### src/rtl/cpu_defs.sv
// Shared constants and next-PC source encoding for the MIPS fetch front end.
package cpu_defs;

  localparam logic [31:0] RESET_PC = 32'hBFC0_0000;
  localparam logic [31:0] EXC_PC   = 32'hBFC0_0380;

  typedef enum logic [2:0] {
    SEQ  = 3'd0,
    BR   = 3'd1,
    J    = 3'd2,
    JR   = 3'd3,
    PEND = 3'd4,
    EXC  = 3'd5,
    ERET = 3'd6
  } npc_src_e;

endpackage

### src/rtl/fetch_pc_npc_sel.sv
// Next-PC priority mux with branch/jump target adders; purely combinational.
module npc_sel
  import cpu_defs::*;
(
  input  logic [31:0] pc,
  input  logic        stall,
  input  logic        branch_taken,
  input  logic [31:0] branch_base,
  input  logic [31:0] branch_offset,
  input  logic        jump,
  input  logic [25:0] jump_index,
  input  logic        jr,
  input  logic [31:0] jr_target,
  input  logic        exc_req,
  input  logic        eret,
  input  logic [31:0] epc,
  input  logic        pend_valid,
  input  logic [31:0] pend_target,
  output npc_src_e    src,
  output logic [31:0] target,
  output logic [31:0] next_pc
);

  logic [31:0] w_br_target;
  logic [31:0] w_j_target;
  logic [31:0] w_seq_pc;

  assign w_br_target = branch_base + branch_offset;
  assign w_j_target  = {branch_base[31:28], jump_index, 2'b00};
  assign w_seq_pc    = pc + 32'd4;

  always_comb begin
    src    = SEQ;
    target = w_seq_pc;
    if (exc_req) begin
      src    = EXC;
      target = EXC_PC;
    end else if (eret) begin
      src    = ERET;
      target = epc;
    end else if (pend_valid) begin
      src    = PEND;
      target = pend_target;
    end else if (jr) begin
      src    = JR;
      target = jr_target;
    end else if (jump) begin
      src    = J;
      target = w_j_target;
    end else if (branch_taken) begin
      src    = BR;
      target = w_br_target;
    end
  end

  // A stall refetches the current word unless an exception/eret forces a redirect.
  assign next_pc = (stall && !exc_req && !eret) ? pc : target;

endmodule

### src/rtl/fetch_pc.sv
// IF stage: PC register, stalled-redirect buffer and instruction SRAM drive.
module fetch_pc
  import cpu_defs::*;
(
  input  logic        clk,
  input  logic        rst,
  input  logic        stall,
  input  logic        branch_taken,
  input  logic [31:0] branch_base,
  input  logic [31:0] branch_offset,
  input  logic        jump,
  input  logic [25:0] jump_index,
  input  logic        jr,
  input  logic [31:0] jr_target,
  input  logic        exc_req,
  input  logic        eret,
  input  logic [31:0] epc,
  output logic        inst_sram_en,
  output logic [31:0] inst_sram_addr,
  input  logic [31:0] inst_sram_rdata,
  output logic [31:0] if_pc,
  output logic [31:0] if_inst,
  output logic        if_valid,
  output logic        if_adel
);

  logic [31:0] r_pc;
  logic        r_valid;
  logic        r_adel;
  logic        r_pend_valid;
  logic [31:0] r_pend_target;

  npc_src_e    w_src;
  logic [31:0] w_target;
  logic [31:0] w_next_pc;
  logic        w_redirect;

  npc_sel u_npc_sel (
    .pc            (r_pc),
    .stall         (stall),
    .branch_taken  (branch_taken),
    .branch_base   (branch_base),
    .branch_offset (branch_offset),
    .jump          (jump),
    .jump_index    (jump_index),
    .jr            (jr),
    .jr_target     (jr_target),
    .exc_req       (exc_req),
    .eret          (eret),
    .epc           (epc),
    .pend_valid    (r_pend_valid),
    .pend_target   (r_pend_target),
    .src           (w_src),
    .target        (w_target),
    .next_pc       (w_next_pc)
  );

  // JR/J/BR can only win the mux when the buffer is empty, so first redirect wins.
  assign w_redirect = (w_src == JR) || (w_src == J) || (w_src == BR);

  always_ff @(posedge clk or posedge rst) begin
    if (rst) begin
      r_pc          <= RESET_PC - 32'd4;
      r_valid       <= 1'b0;
      r_adel        <= 1'b0;
      r_pend_valid  <= 1'b0;
      r_pend_target <= 32'h0;
    end else begin
      r_pc    <= w_next_pc;
      r_valid <= 1'b1;
      r_adel  <= (w_next_pc[1:0] != 2'b00);
      if (exc_req || eret) begin
        r_pend_valid <= 1'b0;
      end else if (stall) begin
        if (w_redirect) begin
          r_pend_valid  <= 1'b1;
          r_pend_target <= w_target;
        end
      end else begin
        r_pend_valid <= 1'b0;
      end
    end
  end

  assign inst_sram_addr = w_next_pc;
  assign inst_sram_en   = !rst && (w_next_pc[1:0] == 2'b00);
  assign if_pc          = r_pc;
  assign if_inst        = r_adel ? 32'h0 : inst_sram_rdata;
  assign if_valid       = r_valid;
  assign if_adel        = r_adel;

endmodule
### config.mk
export PLATFORM = sky130hd
export DESIGN_NAME = fetch_pc
export DESIGN_NICKNAME = d
export VERILOG_FILES = /design/src/rtl/cpu_defs.sv /design/src/rtl/fetch_pc_npc_sel.sv /design/src/rtl/fetch_pc.sv
export SDC_FILE = /design/constraint.sdc
export NUM_CORES = 1
export LEC_CHECK = 0
export CORE_ASPECT_RATIO = 1.5
export CORE_MARGIN = 4
export CORE_UTILIZATION = 48
export DETAILED_ROUTE_END_ITERATION = 10
export PLACE_DENSITY_LB_ADDON = 0.2
export SLEW_MARGIN = 20
export SYNTH_ARGS = -nofsm -noshare
export SYNTH_HDL_FRONTEND = slang
export SYNTH_HIERARCHICAL = 1
export SYNTH_SLANG_ARGS = --single-unit
### constraint.sdc
create_clock -name clk -period 9.7 [get_ports clk]
set_input_delay 1.94 -clock clk [delete_from_list [all_inputs] [get_ports clk]]
set_output_delay 1.94 -clock clk [all_outputs]
set_load 0.02 [all_outputs]
==> results.py, run 1 <==
metrics = {
    "logic_synthesis": {
        "synth-edff-count": 0,
        "syn_inst": 872,
        "synth_most_common_cell": "nand2_1",
        "syn_area_sq_um": 7260,
        "yosysTopAreaCell": "dfrtp_1",
        "synth_cell_type_count": 83,
        "ys_seq_area_frac": 0.236,
        "synth_async_sr_flop_share": 1.00,
        "yosysWarnings": 6,
        "synth_area_leaders": "dfrtp_1 (13%), dfstp_2 (10%), mux2_4 (6.0%)",
        "yosysTopAreaCellShare": 0.135,
        "synth_seq_cells": 67,
        "synthTopCellsByCount": "nand2_1 (98), nor2_1 (65), a21oi_1 (62)",
        "synth_nets": 1099,
        "syn-mean-instance-area_sq_um": 8.32,
        "synth_flop_cell": "dfrtp_1",
    },
    "routing": {
        "drt-total-wl_mm": 31.1,
        "first_pass_iters": 8,
        "num_vias": 8429,
        "post-route-drc-count": 0,
        "ant_nets": 0,
        "wl_per_cell_um": 23.3,
        "drt_iter0_drc": 622,
        "vias_per_cell": 6.32,
    },
    "power_and_ir_drop": {
        "ir_drop_mv": 0.0869,
        "power_switching_uw": 452,
        "combPwrFrac": 0.433,
        "power_frac_seq": 0.300,
        "intPower_uw": 811,
        "p_per_area_nw_per_um2": 120,
        "power_leakage_nw": 4.01,
        "switching_share": 0.358,
        "p_clk_frac": 0.267,
    },
    "sta": {
        "slew_headroom": 0.232,
        "clock_skew_ps": 8.24,
        "setup_violations": 0,
        "finalHoldViolCount": 0,
        "rsz0062_at_grt": "no",
        "max_freq_mhz": 125,
        "tns_ps": 0,
        "worst_slew_pin_slew_ps": 1120,
        "fin_crit_sh": 0.823,
        "fin_crit_ps": 7990,
        "maxSlewViolCount": 0,
    },
    "clock_tree": {
        "cts_max_level": 3,
        "root_buffer": "clkbuf_16",
        "numCtsBuffers": 9,
        "ctsHoldBuffers": 0,
        "clockBufferDepth": 2,
        "cts_tree": "done",
        "clk_pin_slew_ps": 60,
        "clkLatencyLatePin_ps": 330,
        "cts_resized": 0,
        "cts_setup_buffers": 0,
        "cts.sinks": 67,
    },
    "place": {
        "io_buffers": 292,
        "place_congestion": 0.965,
        "place_hpwl_mm": 24.4,
    },
    "worst_setup_path": {
        "worstSetupPathType": "in -> out",
        "rr_startpoint": "if_pc[5]",
        "start_kind": "input pin",
        "crit_chain": "clkdlybuf4s50_1 -> ha_1 -> a21oi_1 -> o211ai_1 -> a21oi_1 -> o22ai_1 -> mux2i_1 -> a221oi_1 -> a2111oi_0 -> a21oi_1 -> clkdlybuf4s50_1",
        "r2r_slack_ps": 6100,
        "slowest_stage": "a2111oi_0",
        "path_common_cell": "a21oi_1",
        "end_kind": "output pin",
        "slowest_delay_ps": 980,
        "required_ps": 7760,
        "cp_max_fo": 6,
        "crit_arrival_ps": 6050,
        "r2r-end": "r_pend_target[31]",
        "r2r.worst_path.cells": 9,
    },
    "status": {
        "outcome": "complete, no violations",
    },
    "worst_hold_path": {
        "holdPathEnd": "r_pend_target[18]",
        "hold_start": "r_pend_target[18]",
        "hold_path.class": "reg -> reg",
        "hold_depth": 1,
    },
    "die": {
        "die_w_um": 108,
        "initial_core_util": 0.495,
        "pin_count": 293,
        "die_y_um": 159,
        "core_area_sq_um": 14700,
        "dieArea_sq_um": 17200,
        "num_rows": 54,
    },
    "cells_and_area": {
        "nets": 1359,
        "area_growth_pct": 44.4,
        "layout-drive-gt1-share": 0.111,
        "fin_util": 0.715,
    },
    "grt": {
        "grt_pass1_wl_mm": 45.6,
        "antenna_found_initial": 3,
        "grt_max_degree": 68,
        "grt.total_usage": 0.349,
        "grt_overflow": 0,
        "grt_pass1_vias": 8352,
    },
    "run": {
        "maxCapViolations": 0,
    },
}
[cells by family after synthesis]
| group | Yosys count | synth area share |
|---|---|---|
| XOR/XNOR | 45 | 0.0543 |
| buffers and inverters | 73 | 0.0560 |
| adder cells (fa/ha/maj) | 33 | 0.0579 |
| flip-flops | 67 | 0.236 |
| AND/OR/NAND/NOR | 324 | 0.225 |
| multiplexers | 56 | 0.100 |
| AO/OA/AOI/OAI | 273 | 0.270 |
| other | 1 | 0.000517 |
[worst max-delay path: cells and delay by family]
| family | cells | cell delay (ps) |
|---|---|---|
| AOI/OAI and AO/OA | 7 | 2410 |
| buffers and inverters | 2 | 1020 |
| muxes | 1 | 260 |
| adders and majority gates | 1 | 400 |
[layer usage]
metal / up-vias / share of wire / global-route usage
met3: 120 / 0.097 / 0.0848
met1: 3957 / 0.34 / 0.370
li1: 3803 / - / -
met2: 545 / 0.50 / 0.633
met4: 4 / 0.064 / 0.187
met5: - / 0.00080 / 0
[worst max path at each step]
stage | endpoint | slack (ps) | cells after the start | from
after floorplan | inst_sram_addr[26] | 3130 | 10 | branch_base[0]
after global placement | inst_sram_addr[31] | 1950 | 11 | branch_base[1]
after detailed placement | inst_sram_addr[26] | 1870 | 12 | branch_base[0]
after CTS | inst_sram_addr[26] | 1850 | 12 | branch_base[0]
after global routing | inst_sram_addr[31] | 1600 | 11 | branch_base[4]
final | inst_sram_addr[31] | 1710 | 11 | branch_base[4]
[registers in the layout, indices dropped and copies added (netlist names)]
register / count
if_pc: 32
r_pend_valid: 1
r_pend_target: 32
if_adel: 1
if_valid: 1
[area by class of cell]
type	instances	area [sq um]
antenna	1	2.50
clock inverter	6	63.8
multi-input combinational	732	5140
fill	1237	4180
sequential	67	1710
tap	196	245
inverter	18	67.6
clock buffer	10	239
timing repair buffer	304	3010
[metrics by stage]
step | cells | cell area [sq um] | power, mW | hold slack, ps | worst slack, ps
2_1_floorplan | 872 | 7260 | 0.677 | 471 | 3130
3_3_place_gp | 1317 | 10200 | 0.911 | 480 | 1950
3_5_place_dp | 1317 | 10200 | 0.919 | 490 | 1870
4_1_cts | 1333 | 10500 | 1.26 | 503 | 1850
5_1_grt | 1334 | 10500 | 1.31 | 513 | 1600
6_report | 1334 | 10500 | 1.26 | 503 | 1710
[power by group through the flow]
stage | Clock [mW] | Sequential, mW | Combinational [mW]
6_report | 0.337 | 0.379 | 0.547
5_1_grt | 0.351 | 0.385 | 0.578
4_1_cts | 0.338 | 0.378 | 0.541
3_5_place_dp | 0 | 0.381 | 0.538
3_3_place_gp | 0 | 0.379 | 0.532
2_1_floorplan | 0 | 0.378 | 0.298
[layout by cell type (no fill, tap or decap), drive strengths merged, types with 12 or more instances in the layout]
master and count:
dfrtp 39, nor2b 36, inv 17, ha 32, nand2b 13, o21ai 35
or3 12, nand4 21, dfstp 28, o221ai 15, o211ai 13, nor3 16
a211oi 22, clkdlybuf4s50 292, xor2 19, a21oi 64, mux2 46, buf 12
a21o 14, xnor2 26, nand2 98, nor2 65, nand3 25
Power figures use the tool's default switching activity.
==> run 2, diff against run 1 <==
--- a/config.mk
+++ b/config.mk
@@ -7,7 +7,7 @@
 export LEC_CHECK = 0
 export CORE_ASPECT_RATIO = 1.5
 export CORE_MARGIN = 4
-export CORE_UTILIZATION = 48
+export CORE_UTILIZATION = 41
 export DETAILED_ROUTE_END_ITERATION = 10
 export PLACE_DENSITY_LB_ADDON = 0.2
 export SLEW_MARGIN = 20
==> constraint.sdc (replaced) <==
create_clock -name clk -period 6.9 [get_ports clk]
set_input_delay 1.38 -clock clk [delete_from_list [all_inputs] [get_ports clk]]
set_output_delay 1.38 -clock clk [all_outputs]
set_load 0.02 [all_outputs]
==> run 2 against run 1 <==
Against the previous run: sequential share of layout area is 0.11 points lower; critical path depth is 1 higher; design area is 0.67% higher; sequential cell count stayed put; register-to-register slack worse by 2500 ps; total power is 37% higher; non-clock buffer count is 9 higher; clock skew is 3.2 ps lower; critical path type unchanged; critical endpoint is now inst_sram_addr[26].
==> results.py, run 2 (synthesis results as in run 1) <==
metrics = {
    "place": {
        "place_congestion": 0.940,
        "io_buffers": 292,
        "dp_slack_ps": 209,
        "place_hpwl_mm": 23.3,
    },
    "routing": {
        "ant_nets": 0,
        "num_vias": 8083,
        "post-route-drc-count": 0,
        "vias_per_cell": 5.95,
        "drt_iter0_drc": 721,
        "first_pass_iters": 6,
        "drt-total-wl_mm": 29.7,
        "wl_per_cell_um": 21.8,
    },
    "clock_tree": {
        "clk_pin_slew_ps": 50,
        "clockBufferDepth": 2,
        "root_buffer": "clkbuf_16",
        "ctsHoldBuffers": 0,
        "cts.sinks": 67,
        "cts_setup_buffers": 0,
        "cts_max_level": 3,
        "numCtsBuffers": 9,
        "cts_resized": 0,
        "clkLatencyLatePin_ps": 330,
        "cts_tree": "done",
    },
    "sta": {
        "fin_crit_sh": 0.976,
        "clock_skew_ps": 5.06,
        "tns_ps": 0,
        "slew_headroom": 0.324,
        "rsz0062_at_grt": "no",
        "maxSlewViolCount": 0,
        "finalHoldViolCount": 0,
        "fin_ws_ps": 167,
        "max_freq_mhz": 149,
        "setup_violations": 0,
        "worst_slew_pin_slew_ps": 1010,
        "fin_crit_ps": 6730,
    },
    "worst_setup_path": {
        "cp_max_fo": 4,
        "crit_arrival_ps": 5350,
        "path_common_cell": "clkdlybuf4s50_1",
        "end_kind": "output pin",
        "crit_chain": "clkdlybuf4s50_1 -> ha_1 -> fa_1 -> a21o_1 -> a31oi_2 -> o21a_1 -> a311o_1 -> a2111oi_4 -> mux2i_1 -> nor2_1 -> o311ai_1 -> clkdlybuf4s50_1",
        "slowest_delay_ps": 700,
        "required_ps": 5520,
        "slowest_stage": "clkdlybuf4s50_1",
        "cp_top_family": "compound AO/OA/AOI/OAI gates",
        "path_buf_inv": 2,
        "start_kind": "input pin",
        "worstSetupPathType": "in -> out",
    },
    "die": {
        "dieArea_sq_um": 19900,
        "num_rows": 59,
        "die_w_um": 117,
        "core_area_sq_um": 17300,
        "initial_core_util": 0.418,
        "pin_count": 293,
        "die_y_um": 171,
    },
    "power_and_ir_drop": {
        "total_power_mw": 1.73,
        "ir_drop_mv": 0.139,
        "p_per_area_nw_per_um2": 164,
        "power_leakage_nw": 4.05,
    },
    "worst_hold_path": {
        "hold_path.class": "reg -> reg",
    },
    "grt": {
        "grt_pass1_wl_mm": 43.9,
        "grt_max_degree": 68,
        "grt_pass1_vias": 7946,
        "antenna_found_initial": 0,
        "grt_overflow": 0,
        "grt.total_usage": 0.283,
    },
    "run": {
        "maxCapViolations": 0,
    },
    "cells_and_area": {
        "diodes": 0,
        "layout-drive-gt1-share": 0.115,
        "area_growth_pct": 45.4,
        "nets": 1368,
        "layout_common_cells": "clkdlybuf4s50_1 (292), nand2_1 (98), nor2_1 (65)",
        "final_common_cell": "clkdlybuf4s50_1",
        "nFillCells": 1548,
    },
    "status": {
        "outcome": "complete, no violations",
    },
}
run 2: cell types whose count changed in the layout (fill, tap and decap cells not counted), sizes merged:
| cell | previous run | this run |
|---|---|---|
| bufinv | 1 | 0 |
| clkinvlp | 2 | 0 |
| inv | 17 | 16 |
| buf | 12 | 21 |
| diode | 1 | 0 |
| clkbuf | 10 | 14 |
run 2: worst reg2reg max path, stage by stage (launching register included):
cell and delay (ps):
dfrtp_1 570, buf_4 320, nor2_1 160, buf_4 270, o21ai_0 140, nand2_1 90
nor2_1 50, and4bb_2 710, buf_4 470, mux2_2 380
run 2: routing by layer:
metal | part of all wire | track usage
met2 | 0.48 | 0.464
met3 | 0.073 | 0.0333
met4 | 0.034 | 0.113
met1 | 0.41 | 0.376
met5 | 0 | 0
run 2: worst paths after layout:
| path | from | to | slack (ps) | cells past startpoint |
|---|---|---|---|---|
| max reg2reg | r_pend_valid | r_pend_target[20] | 3630 | 9 |
| min reg2reg | r_pend_target[18] | r_pend_target[18] | 500 | 1 |
| max | branch_base[0] | inst_sram_addr[26] | 170 | 12 |
| min in group asynchronous | rst | if_valid | 1660 | 3 |
| min | r_pend_target[18] | r_pend_target[18] | 500 | 1 |
| max in group asynchronous | rst | r_pend_target[28] | 4630 | 3 |
run 2: report_power, final:
group	switching (mW)	internal [mW]	leakage [nW]
sequential	0.0638	0.466	0.782
clock	0.170	0.262	0.137
combinational	0.375	0.389	3.13
run 2: final cells by class:
class,count,area [sq um],area share
Multi-Input combinational cell,732,5140,0.487
Timing Repair Buffer,313,3090,0.293
Sequential cell,67,1710,0.162
Tap cell,213,267,0.0253
Clock buffer,14,264,0.0250
Inverter,18,67.6,0.00640
Clock inverter,2,10.0,0.000949
run 2: through the flow:
stage	utilization	std cells	hold WS, ps	instance area, sq um
final	0.608	1359	501	10600
after global routing	0.608	1359	512	10600
after CTS	0.608	1359	502	10600
after detailed placement	0.592	1343	485	10300
after global placement	0.592	1343	483	10300
after floorplan	-	872	471	7260
